**src/rtl/z_buffer_mem.sv**
```systemverilog
// Depth-buffer memory responder for the rasteriser depth-test unit.
// Serves single-word reads and writes with programmable latency, plus a
// local sweep that clears every entry to all-ones.
//
// state   | meaning
// --------+-----------------------------------------------------------
// IDLE    | waiting; clear has priority, then write, then read
// RD_WAIT | read accepted, counting down the remaining read latency
// RD_RESP | read data valid, held until the initiator takes it
// WR_WAIT | write accepted, counting down the remaining write latency
// WR_ACK  | one-cycle write acknowledge; memory commits this cycle
// CLEAR   | writing all-ones to one entry per cycle, 0..DEPTH-1
module z_buffer_mem #(
    parameter int                   Z_SIZE        = 8,
    parameter int                   X_RES         = 4,
    parameter int                   Y_RES         = 4,
    parameter int                   ADDR_SIZE     = 32,
    parameter logic [ADDR_SIZE-1:0] BASE_ADDR     = '0,
    parameter int                   READ_LATENCY  = 1,
    parameter int                   WRITE_LATENCY = 1
) (
    input  logic                 clk_i,
    input  logic                 rst_i,
    input  logic                 buf_r_w,
    input  logic [ADDR_SIZE-1:0] buf_addr,
    input  logic [Z_SIZE-1:0]    buf_data_w,
    output logic [Z_SIZE-1:0]    buf_data_r,
    input  logic                 data_r_ready,
    output logic                 data_r_valid,
    input  logic                 data_w_valid,
    output logic                 data_w_ready,
    input  logic                 clear_i,
    output logic                 busy_o,
    output logic                 err_o
);

    localparam int DEPTH = X_RES * Y_RES;
    localparam int IDX_W = (DEPTH > 1) ? $clog2(DEPTH) : 1;
    localparam int CNT_W = 16;
    // Wait states last LATENCY-1 cycles, so the down-counter starts at LATENCY-2.
    localparam logic [CNT_W-1:0] RD_LOAD = (READ_LATENCY > 1) ? CNT_W'(READ_LATENCY - 2) : '0;
    localparam logic [CNT_W-1:0] WR_LOAD = (WRITE_LATENCY > 1) ? CNT_W'(WRITE_LATENCY - 2) : '0;
    localparam logic [ADDR_SIZE-1:0] DEPTH_A = ADDR_SIZE'(DEPTH);
    localparam logic [IDX_W-1:0] LAST_IDX = IDX_W'(DEPTH - 1);

    typedef enum logic [2:0] {
        IDLE    = 3'd0,
        RD_WAIT = 3'd1,
        RD_RESP = 3'd2,
        WR_WAIT = 3'd3,
        WR_ACK  = 3'd4,
        CLEAR   = 3'd5
    } state_t;

    state_t state, state_nxt;

    logic [Z_SIZE-1:0]  mem [DEPTH];
    logic [CNT_W-1:0]   lat_cnt;
    logic [IDX_W-1:0]   lat_idx;
    logic [IDX_W-1:0]   clr_idx;
    logic               lat_ok;
    logic [Z_SIZE-1:0]  lat_data;
    logic [Z_SIZE-1:0]  rd_data;
    logic               clear_pending;
    logic               err;

    // The extra top bit is the borrow: set when the address lies below BASE_ADDR.
    logic [ADDR_SIZE:0] req_diff;
    logic               req_ok;
    logic               clear_req;
    logic               accept_wr;
    logic               accept_rd;
    logic               load_rd;
    logic [IDX_W-1:0]   rd_idx;
    logic               rd_ok;

    assign req_diff  = {1'b0, buf_addr} - {1'b0, BASE_ADDR};
    assign req_ok    = !req_diff[ADDR_SIZE] && (req_diff[ADDR_SIZE-1:0] < DEPTH_A);
    assign clear_req = clear_pending || clear_i;
    assign accept_wr = (state == IDLE) && !clear_req && data_w_valid && !buf_r_w;
    assign accept_rd = (state == IDLE) && !clear_req && data_r_ready && buf_r_w;
    // Read data is fetched on the way into RD_RESP; with single-cycle latency
    // that happens straight from IDLE, before the address has been latched.
    assign load_rd   = (accept_rd && (READ_LATENCY == 1)) || ((state == RD_WAIT) && (lat_cnt == '0));
    assign rd_idx    = (state == IDLE) ? req_diff[IDX_W-1:0] : lat_idx;
    assign rd_ok     = (state == IDLE) ? req_ok : lat_ok;

    // State register.
    always_ff @(posedge clk_i) begin
        if (rst_i) state <= IDLE;
        else       state <= state_nxt;
    end

    // Next-state logic.
    always_comb begin
        state_nxt = state;
        case (state)
            IDLE: begin
                if (clear_req)                      state_nxt = CLEAR;
                else if (data_w_valid && !buf_r_w)  state_nxt = (WRITE_LATENCY == 1) ? WR_ACK : WR_WAIT;
                else if (data_r_ready && buf_r_w)   state_nxt = (READ_LATENCY == 1) ? RD_RESP : RD_WAIT;
            end
            RD_WAIT: if (lat_cnt == '0) state_nxt = RD_RESP;
            RD_RESP: if (data_r_ready)  state_nxt = IDLE;
            WR_WAIT: if (lat_cnt == '0) state_nxt = WR_ACK;
            WR_ACK:                     state_nxt = IDLE;
            CLEAR:   if (clr_idx == LAST_IDX) state_nxt = IDLE;
            default:                    state_nxt = IDLE;
        endcase
    end

    // Outputs decoded from the current state.
    always_comb begin
        data_r_valid = (state == RD_RESP);
        data_w_ready = (state == WR_ACK);
        busy_o       = (state != IDLE);
        buf_data_r   = rd_data;
        err_o        = err;
    end

    // Request latches, latency timer, clear bookkeeping and sticky error.
    always_ff @(posedge clk_i) begin
        if (rst_i) begin
            lat_cnt       <= '0;
            lat_idx       <= '0;
            lat_ok        <= 1'b0;
            lat_data      <= '0;
            rd_data       <= '0;
            clr_idx       <= '0;
            clear_pending <= 1'b0;
            err           <= 1'b0;
        end else begin
            if (accept_wr || accept_rd) begin
                lat_idx <= req_diff[IDX_W-1:0];
                lat_ok  <= req_ok;
                lat_cnt <= accept_wr ? WR_LOAD : RD_LOAD;
                if (!req_ok) err <= 1'b1;
            end else if (((state == RD_WAIT) || (state == WR_WAIT)) && (lat_cnt != '0)) begin
                lat_cnt <= lat_cnt - 1'b1;
            end
            if (accept_wr) lat_data <= buf_data_w;
            if (load_rd)   rd_data  <= rd_ok ? mem[rd_idx] : '1;
            if (state == CLEAR)
                clr_idx <= (clr_idx == LAST_IDX) ? '0 : clr_idx + 1'b1;
            else
                clr_idx <= '0;
            if ((state == IDLE) && clear_req)
                clear_pending <= 1'b0;
            else if (clear_i && (state != IDLE) && (state != CLEAR))
                clear_pending <= 1'b1;
        end
    end

    // Storage: write commit at the end of WR_ACK, or one clear entry per cycle.
    always_ff @(posedge clk_i) begin
        if (!rst_i) begin
            if ((state == WR_ACK) && lat_ok) mem[lat_idx] <= lat_data;
            else if (state == CLEAR)         mem[clr_idx] <= '1;
        end
    end

endmodule

```
**config.mk**
```make
export PLATFORM = sky130hd
export DESIGN_NAME = z_buffer_mem
export DESIGN_NICKNAME = d
export VERILOG_FILES = /design/src/rtl/z_buffer_mem.sv
export SDC_FILE = /design/constraint.sdc
export NUM_CORES = 1
export LEC_CHECK = 0
export ABC_CLOCK_PERIOD_IN_PS = 3300
export CAP_MARGIN = 40
export CORE_ASPECT_RATIO = 1.25
export CORE_UTILIZATION = 35
export CTS_CLUSTER_SIZE = 28
export DETAILED_ROUTE_END_ITERATION = 8
export PLACE_DENSITY = 0.53
export SLEW_MARGIN = 20
export SYNTH_ARGS = -nofsm -noshare
export SYNTH_HDL_FRONTEND = slang
export SYNTH_SLANG_ARGS = --single-unit
```
**constraint.sdc**
```tcl
create_clock -name clk_i -period 3.3 [get_ports clk_i]
set_input_delay 0.99 -clock clk_i [delete_from_list [all_inputs] [get_ports clk_i]]
set_output_delay 0.99 -clock clk_i [all_outputs]
set_load 0.02 [all_outputs]
```
==> results of run 1 <==
-- path summary, 6_finish.rpt --
path | startpoint | end | cells past startpoint
max | state[1] | data_r_valid | 3
min | lat_data[2] | lat_data[2] | 2
max reg2reg | lat_cnt[0] | buf_data_r[1] | 7
min reg2reg | lat_data[2] | lat_data[2] | 2
-- worst max-delay path, stage by stage (launching register included) --
cell,delay [ns]
dfxtp_1,0.47
buf_4,0.23
nor3b_1,0.36
clkdlybuf4s50_1,0.68
-- power breakdown --
group | internal [mW] | switching (mW) | total (mW)
Combinational | 1.11 | 1.50 | 2.62
Clock | 1.08 | 0.930 | 2.01
Sequential | 2.54 | 0.158 | 2.70
Total | 4.74 | 2.59 | 7.33
-- registers in the layout (all words and copies together) (netlist names) --
name and flops:
lat_data 8, mem 128, buf_data_r 8, lat_ok 1, clear_pending 1, lat_idx 4
err_o 1, clr_idx 4, lat_cnt 16, state 3
-- metal layers --
layer | routed length, microns | vias up | GRT usage [%]
met4 | 921 | 0 | 10.8
met2 | 10000 | 180 | 31.3
met3 | 1160 | 39 | 3.55
li1 | - | 2581 | -
met5 | 0 | - | 0
met1 | 8140 | 2655 | 22.4
-- layout by cell type (no fill, tap or decap), types with 4 or more instances in the layout --
cell | synthesis | final
nor3_1 | 37 | 36
edfxtp_1 | 128 | 128
o21ai_0 | 7 | 7
a21oi_1 | 27 | 27
mux4_2 | 16 | 16
clkdlybuf4s50_1 | 0 | 57
o31ai_1 | 11 | 11
nand2_1 | 65 | 64
nor4_1 | 10 | 10
inv_8 | 0 | 5
nor3b_1 | 6 | 6
nand3_1 | 21 | 21
mux2i_1 | 35 | 35
xor2_1 | 4 | 4
nand4_1 | 6 | 6
buf_4 | 0 | 50
clkbuf_16 | 0 | 17
nor2_1 | 59 | 59
a31oi_1 | 21 | 21
o21bai_1 | 8 | 8
inv_1 | 8 | 8
a32o_1 | 5 | 5
xnor2_1 | 10 | 10
a32oi_1 | 8 | 8
nand2b_1 | 17 | 17
dfxtp_1 | 46 | 46
buf_12 | 0 | 4
-- cell type report --
| class | count | area, sq um | share of cell area, % |
|---|---|---|---|
| Clock buffer | 17 | 425 | 4.44 |
| Clock inverter | 15 | 176 | 1.84 |
| Tap cell | 279 | 349 | 3.65 |
| Timing Repair Buffer | 112 | 1040 | 10.8 |
| Multi-Input combinational cell | 412 | 2790 | 29.2 |
| Inverter | 8 | 30.0 | 0.314 |
| Sequential cell | 174 | 4760 | 49.8 |
-- metrics by stage --
| stage | hold slack, ns | power (mW) | setup slack (ns) | util, % | area [sq um] |
|---|---|---|---|---|---|
| detailed placement | 0.446 | 5.35 | -0.486 | 41.6 | 8960 |
| floorplan | 0.431 | 4.51 | 0.117 | - | 7710 |
| finish | 0.459 | 7.33 | 0.150 | 44.4 | 9580 |
| global placement | 0.442 | 5.30 | -0.435 | 41.6 | 8960 |
| CTS | 0.458 | 7.37 | 0.0241 | 44.4 | 9560 |
| global route | 0.477 | 7.69 | 0.0383 | 44.4 | 9580 |
-- what timing repair did --
| action | 4_1_cts | 5_1_grt |
|---|---|---|
| gates resized for setup | 1 | 3 |
| hold buffers | 0 | 0 |
| pin swaps | 0 | 0 |
| setup endpoints to repair | 3 | 5 |
| endpoints found under the hold margin | 0 | 0 |
-- cell families (layout without fill, tap and decap cells) --
kind of cell	Yosys count	in the layout
xor gates and xnor gates	14	14
muxes	51	51
and+or+nand+nor	242	242
adders and majority gates	3	3
buffers and inverters	42	152
DFF	174	174
AOI/OAI and AO/OA	102	102
==> results.yml, run 1 <==
clock_tree:
  htreeDepth: 4
  clk_pin_slew_ns: 0.07
  cts.path.max_buffers: 2
  clock_latency_ns: 0.43
  cts-buffers-inserted: 17
  cts_sinks: 174
  post_cts_buffers: 0
  cts_tree: "built"
  root_buffer: "clkbuf_16"
global_routing:
  grt_pass1_wl_mm: 31.1
  grt_pass1_vias: 5575
  globalRouteOverflowTotal: 0
  grt_usage_pct: 18.7
  antenna_found_initial: 0
  grt_max_degree: 27
setup_path:
  worstPathRequired_ns: 2.31
  arrival_ns: 2.16
  rrSetupSlack_ns: 0.31
  setup.worst_path.class: "reg -> out"
  critPathMaxFanout: 8
  worst_setup_path_start_kind: "flip-flop"
  critPathCaptureType: "output port"
die:
  coreArea_sq_mm: 0.0215
  boundaryPins: 58
  initial_core_util_pct: 35.8
  die_x_microns: 135
  rows: 60
  die_h_microns: 168
  dieArea_sq_mm: 0.0226
drt:
  drc: 0
  vias: 5455
  ant_nets: 0
  firstDrtPassIters: 5
  wl_per_cell_microns: 19.9
  drtIter0Drc: 287
  viasPerCell: 5.36
  routed_wirelength_mm: 20.2
sta:
  clock_skew_ns: 0.00976
  tightest_slew_ns: 0.800
  tns_ns: 0
  setup_viol: 0
  fin_crit_ns: 3.15
  fin_crit_sh_pct: 95.5
  hold_viol: 0
  timing.fmax_mhz: 317
  rsz0062_at_grt: "false"
  relSlewSlack_pct: 46.7
  slew_violations: 0
logic_synthesis:
  synth_cells: 628
  synth_compound_area_share_pct: 9.49
  syn-num-nets: 677
  synthSimpleGateAreaFrac_pct: 15.2
  syn_area_sq_mm: 0.00771
  dominantRegCellSynth: "edfxtp_1"
  synth_edf_count: 128
  synth_top_family_by_area: "simple AND/OR/NAND/NOR gates"
  ys_async_sr_fraction_pct: 0
  synth_area_per_cell_sq_um: 12.3
  ys_ff_latch: 174
  synthAdderAreaFrac_pct: 0.487
  synth_top_area_cell: "edfxtp_1"
  synth_top_area_share_pct: 49.9
  netlist_top_cells_area: "edfxtp_1, dfxtp_1, mux4_2, mux2i_1, nand2_1"
  yosys.cell_count.top_type: "edfxtp_1"
  synthMuxAreaShare_pct: 9.22
  synth-seq-area-share_pct: 61.8
  synth_xor_area_share_pct: 1.59
  synth_commonest_cells: "edfxtp_1, nand2_1, nor2_1"
  yosys.cell_types.count: 52
  synth_warnings: 0
job:
  cap_violations: 0
worst_hold_path:
  min-delay-path-class: "reg -> reg"
power:
  power_density_mw_per_mm2: 766
  peakVddDrop_mv: 0.715
  leakagePower_nw: 3.37
placed_design:
  port_buffers: 57
  gp_congestion: 0.820
  dp_hpwl_mm: 14.4
  placed_cells: 985
finish:
  n_fill_cell: 1937
  drive_above_1_share_pct: 16.1
  fin_nets: 774
  syn2layout_area_growth_pct: 24.2
  final_cells: 1017
  n_antenna_cell: 0
run_status:
  outcome: "completed"
Power figures use the tool's default switching activity.
==> run 2: changes to the inputs <==
--- a/config.mk
+++ b/config.mk
@@ -11,7 +11,9 @@
 export CORE_UTILIZATION = 35
 export CTS_CLUSTER_SIZE = 28
 export DETAILED_ROUTE_END_ITERATION = 8
+export HOLD_SLACK_MARGIN = 0.02
 export PLACE_DENSITY = 0.53
+export REMOVE_ABC_BUFFERS = 1
 export SLEW_MARGIN = 20
 export SYNTH_ARGS = -nofsm -noshare
 export SYNTH_HDL_FRONTEND = slang
==> results.yml, run 2 (synthesis gave the netlist of run 1 again) <==
die:
  coreArea_sq_mm: 0.0215
  initial_core_util_pct: 35.8
  die_h_microns: 168
  dieArea_sq_mm: 0.0226
  rows: 60
  boundaryPins: 58
  die_x_microns: 135
finish:
  n_antenna_cell: 0
  top_regs: "mem x128, lat_cnt x16"
  layout_commonest_cell: "edfxtp_1"
  fin_nets: 778
  drive_above_1_share_pct: 16.2
  final_util_pct: 44.3
  final_cells: 1021
  largest_reg_flops: 128
  layout_common_cells: "edfxtp_1, nand2_1, nor2_1, clkdlybuf4s50_1, buf_4"
  fin_area_sq_mm: 0.00955
  syn2layout_area_growth_pct: 23.9
  regMostFlops: "mem"
setup_path:
  critPathMaxFanout: 13
  regToRegStartpoint: "lat_cnt[0]"
  critPathCaptureType: "flip-flop"
  worstPathRequired_ns: 3.59
  endpoint: "buf_data_r[5]"
  arrival_ns: 3.40
  rrSetupSlack_ns: 0.31
  worst_setup_path_start_kind: "primary input"
  crit_start: "buf_addr[1]"
  r2r_end: "buf_data_r[5]"
  setup.worst_path.class: "in -> reg"
  reg2regPathDepth: 7
global_routing:
  grt_pass1_vias: 5578
  grt_max_degree: 24
  globalRouteOverflowTotal: 0
  antenna_found_initial: 0
  grt_usage_pct: 18.5
  grt_pass1_wl_mm: 30.8
placed_design:
  pre_cts_ws_ns: -0.456
  placed_area_sq_mm: 0.00896
  placed_cells: 989
  dp_hpwl_mm: 14.3
  port_buffers: 57
  gp_congestion: 0.836
sta:
  tns_ns: 0
  hold_slack_ns: 0.452
  tightest_slew_ns: 0.637
  timing.fmax_mhz: 321
  slew_violations: 0
  fin_crit_sh_pct: 94.3
  fin_ws_ns: 0.189
  hold_viol: 0
  relSlewSlack_pct: 57.5
  clock_skew_ns: 0.0110
  setup_viol: 0
  rsz0062_at_grt: "false"
  fin_crit_ns: 3.11
drt:
  drc: 0
  routed_wirelength_mm: 19.8
  viasPerCell: 5.36
  drtIter0Drc: 436
  vias: 5468
  wl_per_cell_microns: 19.4
  ant_nets: 0
  firstDrtPassIters: 5
clock_tree:
  root_buffer: "clkbuf_16"
  cts-buffers-inserted: 17
  clk_pin_slew_ns: 0.06
  cts.path.max_buffers: 2
  cts_tree: "built"
  hold_buffers: 0
  post_cts_buffers: 0
  clock_latency_ns: 0.43
  htreeDepth: 4
  cts_sinks: 174
power:
  peakVddDrop_mv: 0.480
  leakagePower_nw: 3.36
  fin_total_pwr_mw: 7.17
  power_density_mw_per_mm2: 751
job:
  cap_violations: 0
worst_hold_path:
  min-delay-path-class: "reg -> reg"
run_status:
  outcome: "completed"
## run 2: cell type report
| type | instances | area (sq um) |
|---|---|---|
| tap | 279 | 349 |
| clock buffer | 26 | 490 |
| multi-input combinational | 412 | 2810 |
| inverter | 8 | 30.0 |
| fill | 1938 | 12000 |
| clock inverter | 6 | 60.1 |
| timing repair buffer | 116 | 1040 |
| sequential | 174 | 4760 |
## run 2: how the worst min path moves through the flow
stage,slack [ns],depth (start not counted),start,endpoint
3_3_place_gp,0.45,2,lat_data[1],lat_data[1]
3_5_place_dp,0.45,2,lat_data[1],lat_data[1]
6_report,0.45,2,lat_data[1],lat_data[1]
2_1_floorplan,0.43,2,lat_data[0],lat_data[0]
5_1_grt,0.48,2,lat_data[6],lat_data[6]
4_1_cts,0.46,2,lat_data[7],lat_data[7]
## run 2: metal layers
metal  up-vias  global-route usage [%]  wire length (microns)
met5         -                       0                      0
met4         0                    6.99                    377
met3        25                    3.19                    934
met2       171                    31.8                  10000
met1      2686                    23.2                   8460
li1       2586                       -                      -
## run 2: critical path, stage by stage
cell and delay [ns]:
clkdlybuf4s50_1 0.51, or4b_4 0.50, nand2_4 0.10, buf_12 0.16, mux4_2 0.51, a32o_1 0.27
o31ai_1 0.24, a31oi_1 0.12
## run 2: repair_timing
action / CTS / global route
setup endpoints to repair: 4 / 7
pin swaps: 0 / 0
gates resized for setup: 1 / 7
## run 2: power breakdown
part / switching (mW) / internal, mW / leakage (nW)
clock network: 0.782 / 1.10 / 0.272
registers: 0.165 / 2.54 / 1.56
logic: 1.48 / 1.11 / 1.53
total: 2.42 / 4.75 / 3.36
==> edit (config.mk and constraints of run 1) <==
Register the output `err_o`, without a reset; this adds one clock of latency there. The other outputs are not delayed to match.
--- a/src/rtl/z_buffer_mem.sv
+++ b/src/rtl/z_buffer_mem.sv
@@ -51,6 +51,8 @@
         WR_ACK  = 3'd4,
         CLEAR   = 3'd5
     } state_t;
+
+    logic err_d;
 
     state_t state, state_nxt;
 
@@ -115,7 +117,7 @@
         data_w_ready = (state == WR_ACK);
         busy_o       = (state != IDLE);
         buf_data_r   = rd_data;
-        err_o        = err;
+        err_d        = err;
     end
 
     // Request latches, latency timer, clear bookkeeping and sticky error.
@@ -159,5 +161,9 @@
         end
     end
 
+    always_ff @(posedge clk_i) begin
+        err_o <= err_d;
+    end
+
 endmodule
 
Function: changed (a bounded check fails within 4 cycles, from zero or initial values and one cycle with rst_i high).
==> edit against run 1 <==
Non-clock buffer count is 6 higher. Synthesized cell count is 0.16% higher. Total power grew 0.58%. Clock skew decreased by 0.0024 ns. Global-route usage is 0.49 points lower. Worst setup slack better by 0.066 ns. Synthesized area rose by 0.26%. Largest cell class unchanged. Sequential cell count increased by 1. Design area grew 0.81%. Routed wire length fell by 0.38%. Cell count is 0.69% higher.
==> edit: results (changes against run 1) <==
\begin{tabular}{lr}
\hline
Metric & Value \\
\hline
\multicolumn{2}{l}{\textbf{Timing}} \\
\quad Clock skew & 0.00732 ns (was 0.00976 ns) \\
\quad Least setup slack across all paths after layout & 0.216 ns (was 0.150 ns) \\
\multicolumn{2}{l}{\textbf{Logic synthesis}} \\
\quad Synthesized Nets & 678 (was 677) \\
\quad XOR/XNOR Fraction of Synth Area & 0.0159 (about the same) \\
\quad Synth area leaders & edfxtp\_1, dfxtp\_1, mux4\_2 (unchanged) \\
\quad Sequential fraction of the synthesis area & 0.619 (was 0.618) \\
\quad Top cell types by occurrence after synthesis & edfxtp\_1, nand2\_1, nor2\_1 (unchanged) \\
\quad Post-synthesis share of cell area spent on full adders, half adders and majority gates & 0.00486 (was 0.00487) \\
\quad Share of the synthesized area in compound gates (AO/OA/AOI/OAI) & 0.0947 (was 0.0949) \\
\quad Mux share of post-synthesis cell area & 0.0919 (was 0.0922) \\
\multicolumn{2}{l}{\textbf{Placed design}} \\
\quad Weighted congestion reported at the end of routability-driven placement & 0.821 (was 0.820) \\
\quad Placed instance count & 987 (was 985) \\
\quad Worst setup slack after placement & -0.415 ns (was -0.486 ns) \\
\multicolumn{2}{l}{\textbf{Global route}} \\
\quad Largest net degree at the start of global routing & 31 (was 27) \\
\quad Global router's overall resource usage & 0.182 (was 0.187) \\
\multicolumn{2}{l}{\textbf{Finish}} \\
\quad Layout fillers & 2005 (was 1937) \\
\quad Fraction of layout instances using a drive strength above 1 & 0.169 (was 0.161) \\
\quad Storage element area & 0.00478 mm2 (was 0.00476 mm2) \\
\multicolumn{2}{l}{\textbf{Power}} \\
\quad Cell Int Power & 0.00479 W (was 0.00474 W) \\
\multicolumn{2}{l}{\textbf{Routing}} \\
\quad Iteration-0 DRC count of the detailed router & 410 (was 287) \\
\quad Routed length per instance & 19.7 um (was 19.9 um) \\
\multicolumn{2}{l}{\textbf{Run status}} \\
\quad Run status & finished clean (unchanged) \\
\multicolumn{2}{l}{\textbf{Setup path}} \\
\quad Crit path DAT & 3.38 ns (was 2.16 ns) \\
\quad Critical Path Fanout Max & 9 (was 8) \\
\quad R2R Setup Slk & 0.41 ns (was 0.31 ns) \\
\multicolumn{2}{l}{\textbf{Min path}} \\
\quad Min-Delay Startpoint & err (was lat\_data[2]) \\
\hline
\end{tabular}
==> edit: timing repair <==
item | in CTS | in global routing
setup endpoints to repair | 0 | 6
resized for setup | 0 | 4
setup buffers | 0 | 4
==> edit: metal layers <==
metal / vias to the layer above / track usage / share of wire
met2: 127 / 0.328 / 0.53
li1: 2597 / - / -
met5: - / 0 / 0
met3: 21 / 0.0352 / 0.039
met1: 2728 / 0.213 / 0.41
met4: 0 / 0.0650 / 0.019
==> edit: power by group through the flow <==
stage	clock (W)	sequential (W)	combinational [W]
3_5_place_dp	0	0.00276	0.00259
4_1_cts	0.00202	0.00271	0.00261
6_report	0.00198	0.00271	0.00268
5_1_grt	0.00210	0.00273	0.00290
2_1_floorplan	0	0.00273	0.00179
3_3_place_gp	0	0.00275	0.00254
==> edit: how the worst min path moves through the flow <==
stage                       end  slack, ns  cells after the start
after global routing      err_o       0.36                      0
after detailed placement  err_o       0.34                      0
after global placement    err_o       0.34                      0
after CTS                 err_o       0.36                      0
final                     err_o       0.36                      0
after floorplan           err_o       0.33                      0
==> edit: final cells by class <==
type	count	share of cell area
multi-input combinational	412	0.290
inverter	8	0.00311
timing repair buffer	118	0.114
sequential	175	0.496
clock inverter	15	0.0176
clock buffer	17	0.0441
tap	279	0.0362
==> edit: worst max-delay path: stages <==
cell and delay [ns]:
clkdlybuf4s50_1 0.48, or4b_4 0.49, nand2_4 0.11, buf_12 0.15
buf_4 0.11, mux4_2 0.48, a32o_1 0.22, o31ai_1 0.23
a31oi_1 0.11
==> edit: logic make-up after synthesis <==
logic type,count (synthesis)
adders and majority gates,3
buffers and inverters,42
muxes,51
DFF,175
AOI/OAI and AO/OA,102
xor gates and xnor gates,14
and+or+nand+nor,242
